===== src/rtl/heap_array_unit.sv =====
// Array-memory engine for the executor: allocates, frees and indexes fixed-size arrays in one heap RAM.
// Optional HEAP_ARRAY_TRACE_EN adds a per-response trace line, an error counter and a freed-stack check.
module heap_array_unit #(
    parameter int MemoryElementWidth = 12,
    parameter int NArrays            = 8,
    parameter int NArea              = 16
) (
    input  logic                          clock,
    input  logic                          reset,
    input  logic                          cmd_valid,
    output logic                          cmd_ready,
    input  logic [2:0]                    cmd_op,
    input  logic [MemoryElementWidth-1:0] cmd_array,
    input  logic [MemoryElementWidth-1:0] cmd_index,
    input  logic [MemoryElementWidth-1:0] cmd_data,
    output logic                          rsp_valid,
    output logic [MemoryElementWidth-1:0] rsp_data,
    output logic                          rsp_error,
    output logic [MemoryElementWidth-1:0] allocs
);
    localparam int W     = MemoryElementWidth;
    localparam int Depth = NArrays * NArea;
    localparam int AW    = $clog2(Depth);
    localparam int AIW   = (NArrays > 1) ? $clog2(NArrays) : 1;

    localparam logic [2:0] OpAlloc = 3'd0;
    localparam logic [2:0] OpFree  = 3'd1;
    localparam logic [2:0] OpPush  = 3'd2;
    localparam logic [2:0] OpPop   = 3'd3;
    localparam logic [2:0] OpRead  = 3'd4;
    localparam logic [2:0] OpWrite = 3'd5;
    localparam logic [2:0] OpSize  = 3'd6;

    typedef enum logic [1:0] {IDLE, EXEC, RESP} state_t;

    state_t         state_q, state_d;
    logic [2:0]     op_q, op_d;
    logic [W-1:0]   array_q, array_d;
    logic [W-1:0]   index_q, index_d;
    logic [W-1:0]   data_q, data_d;
    logic [W-1:0]   sizes_q [NArrays];
    logic [W-1:0]   sizes_d [NArrays];
    logic [W-1:0]   stack_q [NArrays];
    logic [W-1:0]   stack_d [NArrays];
    logic [NArrays-1:0] bitmap_q, bitmap_d;
    logic [W-1:0]   top_q, top_d;
    logic [W-1:0]   allocs_q, allocs_d;
    logic           rspErr_q, rspErr_d;
    logic [W-1:0]   rspData_q, rspData_d;
    logic           useRam_q, useRam_d;

    logic [W-1:0]   heapMem [Depth];
    logic [W-1:0]   ramRdata_q;
    logic           ramWe, ramRe;
    logic [AW-1:0]  ramAddr;
    logic [W-1:0]   ramWdata;

    logic [AIW-1:0] arrIdx;
    logic           arrOk, isAlloc;
    logic [W-1:0]   curSize;
    logic [W-1:0]   off;
    logic           err;
    logic [W-1:0]   res;
    logic [W-1:0]   newNum;

    // Error checks are evaluated first; state is only touched on the success path.
    always_comb begin
        state_d   = state_q;
        op_d      = op_q;
        array_d   = array_q;
        index_d   = index_q;
        data_d    = data_q;
        sizes_d   = sizes_q;
        stack_d   = stack_q;
        bitmap_d  = bitmap_q;
        top_d     = top_q;
        allocs_d  = allocs_q;
        rspErr_d  = rspErr_q;
        rspData_d = rspData_q;
        useRam_d  = useRam_q;
        ramWe     = 1'b0;
        ramRe     = 1'b0;
        ramWdata  = data_q;
        off       = '0;
        err       = 1'b0;
        res       = '0;
        newNum    = '0;
        arrIdx    = array_q[AIW-1:0];
        arrOk     = array_q < W'(NArrays);
        isAlloc   = arrOk && bitmap_q[arrIdx];
        curSize   = sizes_q[arrIdx];

        case (state_q)
            IDLE: begin
                if (cmd_valid) begin
                    op_d    = cmd_op;
                    array_d = cmd_array;
                    index_d = cmd_index;
                    data_d  = cmd_data;
                    state_d = EXEC;
                end
            end
            EXEC: begin
                state_d  = RESP;
                useRam_d = 1'b0;
                case (op_q)
                    OpAlloc: begin
                        if (top_q != '0) begin
                            newNum = stack_q[AIW'(top_q - 1'b1)];
                            top_d  = top_q - 1'b1;
                        end else if (allocs_q < W'(NArrays)) begin
                            newNum   = allocs_q;
                            allocs_d = allocs_q + 1'b1;
                        end else begin
                            err = 1'b1;
                        end
                        if (!err) begin
                            sizes_d[newNum[AIW-1:0]]  = '0;
                            bitmap_d[newNum[AIW-1:0]] = 1'b1;
                            res = newNum;
                        end
                    end
                    OpFree: begin
                        if (!isAlloc) begin
                            err = 1'b1;
                        end else begin
                            bitmap_d[arrIdx]         = 1'b0;
                            stack_d[top_q[AIW-1:0]]  = array_q;
                            top_d                    = top_q + 1'b1;
                        end
                    end
                    OpPush: begin
                        if (!isAlloc || curSize == W'(NArea)) begin
                            err = 1'b1;
                        end else begin
                            off             = curSize;
                            ramWe           = 1'b1;
                            sizes_d[arrIdx] = curSize + 1'b1;
                        end
                    end
                    OpPop: begin
                        if (!isAlloc || curSize == '0) begin
                            err = 1'b1;
                        end else begin
                            off             = curSize - 1'b1;
                            ramRe           = 1'b1;
                            useRam_d        = 1'b1;
                            sizes_d[arrIdx] = curSize - 1'b1;
                        end
                    end
                    OpRead: begin
                        if (!isAlloc || index_q >= curSize) begin
                            err = 1'b1;
                        end else begin
                            off      = index_q;
                            ramRe    = 1'b1;
                            useRam_d = 1'b1;
                        end
                    end
                    OpWrite: begin
                        if (!isAlloc || index_q >= W'(NArea)) begin
                            err = 1'b1;
                        end else begin
                            off   = index_q;
                            ramWe = 1'b1;
                            if (index_q >= curSize) begin
                                sizes_d[arrIdx] = index_q + 1'b1;
                            end
                        end
                    end
                    OpSize: begin
                        if (!isAlloc) begin
                            err = 1'b1;
                        end else begin
                            res = curSize;
                        end
                    end
                    default: err = 1'b1;
                endcase
                rspErr_d  = err;
                rspData_d = err ? '0 : res;
            end
            RESP:    state_d = IDLE;
            default: state_d = IDLE;
        endcase
    end

    assign ramAddr = AW'(int'(arrIdx) * NArea + int'(off));

    always_ff @(posedge clock or posedge reset) begin
        if (reset) begin
            state_q   <= IDLE;
            op_q      <= '0;
            array_q   <= '0;
            index_q   <= '0;
            data_q    <= '0;
            bitmap_q  <= '0;
            top_q     <= '0;
            allocs_q  <= '0;
            rspErr_q  <= 1'b0;
            rspData_q <= '0;
            useRam_q  <= 1'b0;
            for (int i = 0; i < NArrays; i++) begin
                sizes_q[i] <= '0;
                stack_q[i] <= '0;
            end
        end else begin
            state_q   <= state_d;
            op_q      <= op_d;
            array_q   <= array_d;
            index_q   <= index_d;
            data_q    <= data_d;
            bitmap_q  <= bitmap_d;
            top_q     <= top_d;
            allocs_q  <= allocs_d;
            rspErr_q  <= rspErr_d;
            rspData_q <= rspData_d;
            useRam_q  <= useRam_d;
            for (int i = 0; i < NArrays; i++) begin
                sizes_q[i] <= sizes_d[i];
                stack_q[i] <= stack_d[i];
            end
        end
    end

    // Heap contents survive reset; only the bookkeeping above is cleared.
    always_ff @(posedge clock) begin
        if (ramWe) begin
            heapMem[ramAddr] <= ramWdata;
        end
        if (ramRe) begin
            ramRdata_q <= heapMem[ramAddr];
        end
    end

    assign cmd_ready = (state_q == IDLE);
    assign rsp_valid = (state_q == RESP);
    assign rsp_data  = rsp_valid ? (useRam_q ? ramRdata_q : rspData_q) : '0;
    assign rsp_error = rsp_valid & rspErr_q;
    assign allocs    = allocs_q;

`ifdef HEAP_ARRAY_TRACE_EN
    integer errCount;

    always_ff @(posedge clock or posedge reset) begin
        if (reset) begin
            errCount <= 0;
        end else if (rsp_valid) begin
            $display("heap_array_unit: op=%0d array=%0d index=%0d data=%0d rsp_data=%0d rsp_error=%0b",
                     op_q, array_q, index_q, data_q, rsp_data, rsp_error);
            if (rsp_error) begin
                errCount <= errCount + 1;
            end
        end
    end

    always_ff @(posedge clock) begin
        if (!reset && top_q > W'(NArrays)) begin
            $error("heap_array_unit: freed-stack top %0d exceeds %0d", top_q, NArrays);
        end
    end
`endif

endmodule


===== config.mk =====
export PLATFORM = sky130hd
export DESIGN_NAME = heap_array_unit
export DESIGN_NICKNAME = d
export VERILOG_FILES = /design/src/rtl/heap_array_unit.sv
export SDC_FILE = /design/constraint.sdc
export NUM_CORES = 2
export LEC_CHECK = 0
export ABC_AREA = 1
export CAP_MARGIN = 30
export CORE_MARGIN = 4
export CORE_UTILIZATION = 40
export CTS_BUF_LIST = sky130_fd_sc_hd__clkbuf_16
export CTS_CLUSTER_SIZE = 8
export DETAILED_ROUTE_END_ITERATION = 10
export PLACE_DENSITY = 0.6
export SYNTH_ARGS = -nofsm -noshare
export SYNTH_HDL_FRONTEND = slang
export SYNTH_SLANG_ARGS = --single-unit

===== constraint.sdc =====
create_clock -name clock -period 10.9 [get_ports clock]
set_input_delay 2.18 -clock clock [delete_from_list [all_inputs] [get_ports clock]]
set_output_delay 2.18 -clock clock [all_outputs]
set_load 0.02 [all_outputs]

==> results.py <==
metrics = {
    "routing": {
        "wl_per_cell_microns": 22.11,
        "first_pass_iters": 6,
        "drt_iter0_drc": 6821,
        "num_vias": 58050,
        "drc_errors": 0,
        "viasPerCell": 5.315,
        "wirelength_microns": 241500,
        "ant_nets": 0,
    },
    "cts": {
        "clkTransAtPathRegs_ps": 50,
        "cts_tree": "yes",
        "cts_root_buf": "clkbuf_16",
        "cts-hold-fix-buffers": 0,
        "htree_levels": 5,
        "cts_setup_buffers": 0,
        "cts_buffers": 279,
        "ctsResizeCount": 0,
        "clkLatencyLatePin_ps": 920,
        "cts_buffer_depth": 4,
        "cts.sinks": 1827,
    },
    "sta": {
        "setup_viol": 0,
        "slew_headroom_pct": 29.21,
        "period_share_pct": 77.09,
        "clock_skew_ps": 76.64,
        "fmax_mhz": 119.0,
        "min_period_ps": 8403,
        "rsz0062_at_grt": "false",
        "worst_slew_pin_slew_ps": 1062,
        "setup_tns_ps": 0,
        "slew_viol_final": 0,
        "hold_viol": 0,
    },
    "power_and_ir_drop": {
        "ir_drop_mv": 0.1693,
        "powerDensity_nw_per_um2": 204.0,
        "power.total_w": 0.01855,
        "power_leakage_nw": 37.61,
    },
    "placed_design": {
        "hpwl_microns": 141700,
        "port_buffers": 68,
        "gp_congestion": 0.9312,
    },
    "global_routing": {
        "grt_overflow_total": 0,
        "grt_usage_pct": 23.12,
        "grt_first_pass_wirelength_microns": 360400,
        "grt_pass1_vias": 55740,
        "grt_start_max_net_pins": 191,
        "grt_antenna_before_repair": 5,
    },
    "run_status": {
        "status": "complete, no violations",
    },
    "final_layout": {
        "seqCellArea_sq_um": 53510,
        "nNetsFinal": 8299,
        "fillers": 18310,
        "syn_to_final_growth_pct": 14.40,
        "drive_gt1_share_pct": 6.790,
        "multiInputGateArea_sq_um": 23000,
    },
    "logic_synthesis": {
        "seq_area_frac_synth_pct": 67.24,
        "yosysTopAreaCell": "edfxtp_1",
        "ys.flop_type": "edfxtp_1",
        "synth.cell_area_sq_um": 79510,
        "netlist_top_cells_area": "edfxtp_1, nand2_1, dfrtp_1",
        "avgSynthCellArea_sq_um": 9.803,
        "synth_top_area_share_pct": 58.46,
        "synthCells": 8111,
        "async_reset_ff_share_pct": 15.27,
        "synth_nets": 8175,
        "synth_warnings": 0,
        "synth_cell_types": 49,
        "synth-edff-count": 1548,
        "ys_seq_elements": 1827,
        "synthTopCellsByCount": "nand2_1, edfxtp_1, nor2_1",
        "post-synth-top-count-cell": "nand2_1",
    },
    "setup_path": {
        "crit_path_start_kind": "flop",
        "max_stage_delay_ps": 820,
        "worstPathRequired_ps": 11550,
        "cp_common_cell": "nand2_1",
        "cp-end-kind": "flop",
        "cp_max_fo": 115,
        "crit_path_top_delay_cell": "nand2_8",
        "worst-setup-path-type": "flop to flop",
        "arrival_ps": 9050,
    },
    "floorplan": {
        "start_util_pct": 40.28,
        "fp.dieW_microns": 453.8,
        "fp.dieH_microns": 453.8,
        "rows": 163,
        "die_area_sq_um": 206000,
        "core_sq_um": 197400,
        "ios": 69,
    },
    "hold_path": {
        "min_path_type": "flop to flop",
    },
    "flow_run": {
        "cap_violations": 0,
    },
}
## metrics by stage
step	cell area [sq um]	util (%)	hold WS (ps)	instances	setup WS [ps]
2_1_floorplan	79510	-	436.5	8111	1026
3_3_place_gp	82910	42.00	390.5	10530	2709
3_5_place_dp	83430	42.26	390.5	10580	2712
4_1_cts	90760	45.97	401.5	10900	2700
5_1_grt	90950	46.07	415.9	10920	1973
6_report	90960	46.08	397.4	10920	2497
## cell families (layout without fill, tap and decap cells)
kind of cell	count (synthesis)	after routing	share of synthesized area, %
other	0	5	0
AND/OR/NAND/NOR	4856	4856	23.71
AO/OA/AOI/OAI	628	628	4.490
multiplexers	1	1	0.01416
flip-flops	1827	1827	67.24
buffers and inverters	754	920	3.932
XOR/XNOR	23	23	0.2534
adder cells (fa/ha/maj)	22	22	0.3556
## layout make-up
type,count,share of cell area (%)
clock buffer,286,7.868
inverter,340,1.425
multi-input combinational,5530,25.29
antenna,5,0.01376
clock inverter,37,0.1912
tap,2640,3.631
timing repair buffer,257,2.755
sequential,1827,58.83
## flip-flops by register name, indices dropped and copies added, names as in the netlist, 8 cells and up
name and flops:
allocs 12, array_q 12, bitmap_q 8, data_q 12, heapMem 1536, index_q 12, ramRdata_q 12, rspData_q 12
sizes_q 96, stack_q 96, top_q 12
## layer usage
layer	track usage [%]	share of wire, %	wire [microns]
met1	32.70	43	103100
met2	36.76	46	111600
met3	3.954	8.5	20480
met4	6.752	2.6	6217
met5	0	0	0
## worst max-delay path: cells and delay by family (launching register included)
kind	cells	cell delay, ps
and+or+nand+nor	21	4760
buffers and inverters	5	1500
DFF	1	730
AOI/OAI and AO/OA	3	390
adders and majority gates	1	330
## power by group
group / switching [W] / leakage (nW) / internal [W] / total, W
logic: 0.00198 / 16.1 / 0.000617 / 0.00260
registers: 0.000340 / 17.8 / 0.00815 / 0.00849
clock network: 0.00288 / 3.71 / 0.00459 / 0.00747
## final timing paths
| kind | slack (ps) | to | from | depth (start not counted) |
|---|---|---|---|---|
| max in group asynchronous | 7070 | sizes_q[69] | reset | 4 |
| min reg2reg | 400 | allocs[8] | allocs[8] | 0 |
| max | 2500 | ramRdata_q[8] | array_q[1] | 30 |
| max reg2reg | 2500 | ramRdata_q[8] | array_q[1] | 30 |
| min in group asynchronous | 1820 | stack_q[31] | reset | 2 |
| min | 400 | allocs[8] | allocs[8] | 0 |
## cell usage in the layout, fill, tap and decap left out, types with 19 or more instances in the layout
cell type	n
dfrtp_1	266
clkbuf_16	286
clkdlybuf4s50_1	68
o211ai_1	57
edfxtp_1	1548
nand3_1	270
nand4_1	39
a221oi_1	20
buf_6	27
nand2_1	3842
o22ai_1	57
o21ai_0	329
buf_4	139
nor2_1	640
a21oi_1	119
inv_2	19
ha_1	21
inv_1	340
xor2_1	21
No activity file was read; power rests on OpenSTA's default activity.
